### config.mk
export PLATFORM = sky130hd
export DESIGN_NAME = kv_value_ram
export DESIGN_NICKNAME = d
export VERILOG_FILES = /design/src/rtl/kv_pkg.sv /design/src/rtl/kv_resp_fifo.sv /design/src/rtl/kv_value_ram.sv
export SDC_FILE = /design/constraint.sdc
export NUM_CORES = 1
export LEC_CHECK = 0
export CAP_MARGIN = 20
export CORE_UTILIZATION = 40
export CTS_CLUSTER_SIZE = 25
export DETAILED_ROUTE_END_ITERATION = 6
export SYNTH_ARGS = -nofsm -noshare
export SYNTH_HDL_FRONTEND = slang
export SYNTH_HIERARCHICAL = 1
export SYNTH_SLANG_ARGS = --single-unit
### constraint.sdc
create_clock -name clk -period 12.1 [get_ports clk]
set_clock_uncertainty 0.05 [all_clocks]
set_input_delay 2.42 -clock clk [delete_from_list [all_inputs] [get_ports clk]]
set_output_delay 2.42 -clock clk [all_outputs]
set_load 0.05 [all_outputs]
### src/rtl/kv_pkg.sv
// Shared widths and state type for the key/value store blocks.
package kv_pkg;

    localparam int unsigned KV_KEY_SIZE   = 64;
    localparam int unsigned KV_VALUE_SIZE = 32;
    localparam int unsigned KV_ADDR_WIDTH = 4;
    localparam int unsigned KV_USER_WIDTH = 4;

    typedef enum logic {INIT, RUN} kv_ram_state_t;

endpackage

### src/rtl/kv_resp_fifo.sv
// Synchronous response FIFO; head is shown combinationally, count feeds the credit check.
module kv_resp_fifo
    import kv_pkg::*;
#(
    parameter int unsigned DEPTH = 4,
    parameter int unsigned WIDTH = KV_VALUE_SIZE + KV_USER_WIDTH,
    localparam int unsigned PW   = (DEPTH > 1) ? $clog2(DEPTH) : 1,
    localparam int unsigned CW   = $clog2(DEPTH + 1)
) (
    input  logic             clk,
    input  logic             rst,
    input  logic [WIDTH-1:0] push_data,
    input  logic             push,
    input  logic             pop,
    output logic [WIDTH-1:0] head_data,
    output logic             head_valid,
    output logic [CW-1:0]    count
);

    logic [WIDTH-1:0] mem [DEPTH];
    logic [PW-1:0]    wr_ptr_q, rd_ptr_q;
    logic [CW-1:0]    count_q;
    logic             pop_en;

    function automatic logic [PW-1:0] ptr_inc(input logic [PW-1:0] p);
        return (p == PW'(DEPTH - 1)) ? '0 : p + PW'(1);
    endfunction

    assign pop_en     = pop & (count_q != '0);
    assign head_data  = mem[rd_ptr_q];
    assign head_valid = (count_q != '0);
    assign count      = count_q;

    // Caller guarantees push never lands on a full buffer unless a pop is in the same cycle.
    always_ff @(posedge clk) begin
        if (push) begin
            mem[wr_ptr_q] <= push_data;
        end
    end

    always_ff @(posedge clk) begin
        if (rst) begin
            wr_ptr_q <= '0;
            rd_ptr_q <= '0;
            count_q  <= '0;
        end else begin
            if (push) begin
                wr_ptr_q <= ptr_inc(wr_ptr_q);
            end
            if (pop_en) begin
                rd_ptr_q <= ptr_inc(rd_ptr_q);
            end
            case ({push, pop_en})
                2'b10:   count_q <= count_q + CW'(1);
                2'b01:   count_q <= count_q - CW'(1);
                default: count_q <= count_q;
            endcase
        end
    end

endmodule

### src/rtl/kv_value_ram.sv
// Per-slot value store behind the CAM: cleared after reset, 2-cycle read latency,
// write-first on same-cycle collisions, credit-limited response buffer.
module kv_value_ram
    import kv_pkg::*;
#(
    parameter int unsigned ADDR_WIDTH = KV_ADDR_WIDTH,
    parameter int unsigned DATA_WIDTH = KV_VALUE_SIZE,
    parameter int unsigned USER_WIDTH = KV_USER_WIDTH,
    parameter int unsigned OUT_DEPTH  = 4
) (
    input  logic                  clk,
    input  logic                  rst,
    input  logic [DATA_WIDTH-1:0] s_write_data,
    input  logic [ADDR_WIDTH-1:0] s_write_addr,
    input  logic                  s_write_valid,
    output logic                  s_write_ready,
    input  logic [ADDR_WIDTH-1:0] s_read_addr,
    input  logic [USER_WIDTH-1:0] s_read_user,
    input  logic                  s_read_valid,
    output logic                  s_read_ready,
    output logic [DATA_WIDTH-1:0] m_read_data,
    output logic                  m_read_valid,
    output logic [USER_WIDTH-1:0] m_read_user,
    input  logic                  m_read_ready,
    output logic                  init_busy
);

    localparam int unsigned DEPTH = 2 ** ADDR_WIDTH;
    localparam int unsigned CW    = $clog2(OUT_DEPTH + 1);
    localparam logic [ADDR_WIDTH:0] LAST_SLOT = (ADDR_WIDTH + 1)'(DEPTH - 1);

    kv_ram_state_t state_q, state_d;
    logic [ADDR_WIDTH:0] init_cnt_q;

    logic [DATA_WIDTH-1:0] mem [DEPTH];
    logic                  mem_we;
    logic [ADDR_WIDTH-1:0] mem_waddr;
    logic [DATA_WIDTH-1:0] mem_wdata;

    logic                  wr_acc, rd_acc;
    logic [DATA_WIDTH-1:0] rd_data_q, byp_data_q;
    logic [USER_WIDTH-1:0] rd_user_q;
    logic                  rd_valid_q, byp_q;

    logic [DATA_WIDTH+USER_WIDTH-1:0] head_data;
    logic                             head_valid;
    logic [CW-1:0]                    fifo_count;
    logic [CW-1:0]                    credit;

    assign wr_acc = s_write_valid & s_write_ready;
    assign rd_acc = s_read_valid & s_read_ready;
    assign credit = fifo_count + CW'(rd_valid_q);

    always_ff @(posedge clk) begin
        if (rst) begin
            state_q    <= INIT;
            init_cnt_q <= '0;
        end else begin
            state_q <= state_d;
            if (state_q == INIT) begin
                init_cnt_q <= init_cnt_q + (ADDR_WIDTH + 1)'(1);
            end
        end
    end

    always_comb begin
        state_d = state_q;
        unique case (state_q)
            INIT: if (init_cnt_q == LAST_SLOT) state_d = RUN;
            RUN:  state_d = RUN;
        endcase
    end

    always_comb begin
        s_write_ready = !rst && (state_q == RUN);
        s_read_ready  = !rst && (state_q == RUN) && (credit < CW'(OUT_DEPTH));
        init_busy     = rst || (state_q == INIT);
        mem_we        = (!rst && (state_q == INIT)) || wr_acc;
        mem_waddr     = (state_q == INIT) ? init_cnt_q[ADDR_WIDTH-1:0] : s_write_addr;
        mem_wdata     = (state_q == INIT) ? '0 : s_write_data;
        m_read_valid  = !rst && head_valid;
        m_read_data   = rst ? '0 : head_data[DATA_WIDTH-1:0];
        m_read_user   = rst ? '0 : head_data[DATA_WIDTH+USER_WIDTH-1:DATA_WIDTH];
    end

    always_ff @(posedge clk) begin
        if (mem_we) begin
            mem[mem_waddr] <= mem_wdata;
        end
    end

    // Array read is read-before-write, so a same-cycle write to the read slot goes via byp_data_q.
    always_ff @(posedge clk) begin
        if (rd_acc) begin
            rd_data_q  <= mem[s_read_addr];
            byp_data_q <= s_write_data;
            rd_user_q  <= s_read_user;
        end
    end

    always_ff @(posedge clk) begin
        if (rst) begin
            rd_valid_q <= 1'b0;
            byp_q      <= 1'b0;
        end else begin
            rd_valid_q <= rd_acc;
            byp_q      <= rd_acc && wr_acc && (s_write_addr == s_read_addr);
        end
    end

    kv_resp_fifo #(
        .DEPTH (OUT_DEPTH),
        .WIDTH (DATA_WIDTH + USER_WIDTH)
    ) u_resp_fifo (
        .clk        (clk),
        .rst        (rst),
        .push_data  ({rd_user_q, byp_q ? byp_data_q : rd_data_q}),
        .push       (rd_valid_q),
        .pop        (m_read_ready),
        .head_data  (head_data),
        .head_valid (head_valid),
        .count      (fifo_count)
    );

endmodule

; ---- Yosys cells after proc, flatten, opt, wreduce, memory -nomap -nowiden
; Memory sizes are Yosys's and may differ from the RTL's. A register that Yosys moved wholly into a read port is not among the register bits.
; Index checks and enable logic that the tools add are counted.
[totals]
reg_bits = 51
ramBits = 656
inputBits = 49
out_inout_bits = 40
word_cells = 55
n_memories = 2
[op_classes]
n_addsub = 6
n_lt_le_gt_ge = 1
eq_ne = 6
mux = 16
n_bitwise = 4
reduce_logical = 11
[memory_table]
columns = name, words, width, read_ports, rd_ports_with_merged_regs, write_ports, line_no
row1 = mem, 16, 32, 1, 1, 1, kv_value_ram.sv:35  ; logic [DATA_WIDTH-1:0] mem [DEPTH];
row2 = u_resp_fifo.mem, 4, 36, 1, 1, 1, kv_resp_fifo.sv:20  ; logic [WIDTH-1:0] mem [DEPTH];
[ops]
columns = cell, n
row1 = two-way mux 32 bit, 3
row2 = two-way mux 2 bit, 4
row3 = two-way mux 4 bit, 2
row4 = "equality test 2 bit, second input constant", 3
row5 = logical AND 1 bit, 6
row6 = case mux 3 bit (2 select lines), 1
row7 = "adder 5 x 1 -> 5 bit, second input constant", 1
row8 = "equality test 5 x 4 -> 1 bit, second input constant", 1
row9 = two-way mux 1 bit, 5
row10 = "adder 2 x 1 -> 2 bit, second input constant", 2
row11 = equality test 4 bit, 1
row12 = adder 3 x 1 -> 3 bit, 1
row13 = "adder 3 x 1 -> 3 bit, second input constant", 1
row14 = bitwise AND 1 bit, 3
row15 = "less-than comparator 3 bit, second input constant", 1
row16 = nonzero test 3 bit, 1
row17 = "subtractor 3 x 1 -> 3 bit, second input constant", 1
row18 = "equality test 2 x 1 -> 1 bit, second input constant", 1
row19 = logical OR 1 bit, 2
row20 = case mux 1 bit (2 select lines), 1
row21 = nonzero test 2 bit, 1
row22 = zero test 1 bit, 1
row23 = NOT 1 bit, 1

; ---- Longest topological paths before layout
[logic_depth]
depth_word = 6
ltp_mapped = 8
ltp_nobuf = 8

; ---- Hierarchy
; The synthesis kept the hierarchy.
[by_module_without_submodules]
columns = mod, n_inst, cells_each, area_each_um2, seq_area_each_um2
row1 = kv_value_ram, 1, 1047, 22556.6, 17576.9
row2 = kv_resp_fifo, 1, 236, 5703.0, 4504.3

; ---- Worst setup path after synthesis
; Ideal clock, no wire load.
[synth_path]
kind = in2reg
startpoint = input rst
endpoint = register byp_data_q[0], enable pin
setup_ns = 0.597
arrival_time_ns = 9.064
required_ns = 11.453
slack_ns = 2.389
cell_stages = 4
path_buffers = 1
path_cell_list = clkbuf_1 > nor2b_1 > inv_1 > a211oi_1
[synth_between]
elab_chain_len = 4
[synth_rtl]
columns = item, line_no
row1 = from (decl), kv_value_ram.sv:12  ; input logic rst,
row2 = zero test 1 bit, n/a
row3 = logical AND 1 bit, n/a
row4 = named net s_write_ready, kv_value_ram.sv:16  ; output logic s_write_ready,
row5 = logical AND 1 bit, kv_value_ram.sv:76  ; s_read_ready = !rst && (state_q == RUN) && (credit < CW'(OUT_DEPTH));
row6 = bitwise AND 1 bit, kv_value_ram.sv:51  ; assign rd_acc = s_read_valid & s_read_ready;
row7 = named net rd_acc, kv_value_ram.sv:40  ; logic wr_acc, rd_acc;
row8 = to (signal assigned), kv_value_ram.sv:96  ; byp_data_q <= s_write_data;
row9 = to (decl), kv_value_ram.sv:41  ; logic [DATA_WIDTH-1:0] rd_data_q, byp_data_q;
; The timed path passes the listed nets, and every way through them passes these cells.
; A chain may end at the register's enable or synchronous reset.

; ---- Final worst setup path
[layout_path]
startpoint = input rst
endpoint = output s_read_ready
[layout_between]
elab_chain_len = 3
[layout_rtl]
columns = item, line_no
row1 = zero test 1 bit, kv_value_ram.sv:76
row2 = logical AND 1 bit (2 in series), kv_value_ram.sv:76
row3 = to (decl), kv_value_ram.sv:20  ; output logic s_read_ready,
; No other way between the ends.

==> metrics.csv <==
metric;value;unit
tns;0;ns
holdWs;0.440;ns
leakagePower;10.6;nW
cts_setup_buffers;0;
period_share;55.3;%
layout.nets;1470;
antenna_found_initial;1;
fp.dieW;268;um
synth-main-ff-cell;edfxtp_1;
drive_gt1_share;24.2;%
cts.reportedPaths.clkPinSlew;0.06;ns
first_pass_iters;4;
wl;58300;um
crit_fanout;52;
status;completed;
gp_congestion;0.698;
numCtsBuffers;75;
worstPathRequired;9.63;ns
rsz0062_at_grt;no;
drt_iter0_markers;952;
start_kind;input port;
synthCells;1283;
h-tree-depth;3;
detail-route-antenna-nets;0;
clock_path_buffers;3;
ys_ff_latch;741;
netlist_area;28300;um2
drv_cap;0;
multiInputGateArea;5940;um2
period_needed;6.69;ns
fillers;5778;
ys_seq_area_share;78.1;%
root_buffer;clkbuf_16;
setup_viol;0;
avgViaCountPerCell;5.34;
ff_latch_area;22100;um2
insertion_delay;0.61;ns
final-hold-violation-count;0;
die_h;268;um
power_density;159;nW/um2
cts.repair.resized;0;
slew_headroom;26.9;%
num_io_pins;89;
first_global_vias;13500;
synthArstFlopShare;0;%
worst_slew_pin_slew;1.10;ns
synthesis.nets;1341;
end_kind;output port;
grt_pass1_wl;86900;um
slew_violations;0;
yosysWarnings;6;
initial_core_util;40.4;%
crit_type;input port to output port;
cts_tree;done;
hold_path.class;register to register;
grt_use_total;16.8;%
post-route-drc-count;0;
synth.avg_cell_area;22.0;um2
rows;97;
hpwl;29900;um
clock_sinks;741;
grt_max_degree;55;
ctsHoldBuffers;0;
synth_cell_types;41;
setup_slack;5.41;ns
syn_to_final_growth;15.8;%
port_buffers;88;
dpl_worst_slack;5.39;ns
coreArea;70000;um2
grt_remaining_overflow;0;
power;5.22;mW
fin_util;46.7;%
arrival;4.22;ns
ir_drop;0.0992;mV
die_area;71700;um2
diodes;0;
max_freq;149;MHz
vias;12800;
synth_edf_count;724;
post_drt_wl_per_cell;24.2;um
[synthesized netlist by cell type, drive strengths merged, types with 2 or more instances]
cell / n / area share, %
a21oi: 7 / 0.12
buf: 31 / 0.76
o211ai: 4 / 0.11
inv: 13 / 0.17
nand2: 35 / 0.46
nor2b: 42 / 0.93
edfxtp: 724 / 77
dfxtp: 17 / 1.2
ha: 8 / 0.35
xnor2: 4 / 0.12
clkbuf: 35 / 0.47
a22oi: 64 / 1.7
xor2: 5 / 0.15
and3: 2 / 0.044
mux4: 164 / 13
nor2: 34 / 0.45
or3: 3 / 0.066
and3b: 2 / 0.062
mux2: 33 / 1.3
mux2i: 4 / 0.14
a211oi: 2 / 0.053
and2: 37 / 0.82
[logic make-up after synthesis]
family                   Yosys count  synth area share [%]
flip-flops                       741                  78.1
multiplexers                     201                  14.6
AND/OR/NAND/NOR                  161                  2.98
AO/OA/AOI/OAI                     83                  2.17
buffers and inverters             79                  1.40
XOR/XNOR                           9                 0.279
adder cells (fa/ha/maj)            9                 0.425
[registers in the layout, summed over array words and instances (netlist names), named ones only]
name,flops
mem,512
u_resp_fifo/mem,144
u_resp_fifo/wr_ptr_q,2
byp_q,1
init_cnt_q,5
state_q,1
byp_data_q,32
rd_valid_q,1
u_resp_fifo/rd_ptr_q,2
rd_user_q,4
rd_data_q,32
u_resp_fifo/count,3
[final cells by class]
class	instances	share of cell area (%)
clock buffers	88	5.95
well taps	940	3.59
repair buffers	118	3.43
inverters	13	0.149
clock inverters	44	1.23
flip-flops and latches	741	67.5
multi-input cells	463	18.2
[report_power, final]
group | switching, mW | internal [mW] | leakage, nW | total (mW)
clock | 0.926 | 1.30 | 1.15 | 2.23
combinational | 0.102 | 0.0772 | 2.39 | 0.180
sequential | 0.00542 | 2.80 | 7.07 | 2.81
total | 1.03 | 4.18 | 10.6 | 5.22
[layer usage]
metal	vias to the layer above	share of wire [%]	GRT usage (%)
met5	-	0	0
met1	6862	43	22.5
li1	5583	-	-
met4	0	1.5	4.54
met3	71	4.7	2.42
met2	331	51	28.8
[stage by stage]
stage | instances | area (um2)
final | 2407 | 32700
after global routing | 2407 | 32700
after CTS | 2407 | 32700
after detailed placement | 2275 | 30400
after global placement | 2274 | 30300
after floorplan | 1283 | 28300
[cell usage in the layout (no fill, tap or decap), drive strengths merged, types with 17 or more instances in the layout]
master,count
clkbuf,89
edfxtp,724
clkdlybuf4s50,85
buf,32
mux2,33
and2,37
a22oi,64
nor2,34
nor2b,42
inv,18
nand2,35
clkinv,31
dfxtp,17
mux4,164
[worst max-delay path: stages]
cell	delay (ns)
buf_2	0.09
buf_4	0.27
nor2b_1	0.30
inv_1	0.15
a21oi_1	0.14
clkdlybuf4s50_1	0.82
[final timing paths]
| kind | cells past startpoint | endpoint | slack [ns] | start |
|---|---|---|---|---|
| setup / recovery | 6 | s_read_ready | 5.41 | rst |
| setup reg to reg | 5 | mem[11][7] | 9.24 | state_q |
| hold / removal | 2 | register | 0.44 | u_resp_fifo/rd_ptr_q[0] |
| hold reg to reg | 2 | register | 0.44 | u_resp_fifo/rd_ptr_q[0] |
Note: power is estimated with default switching activity, not from simulation.
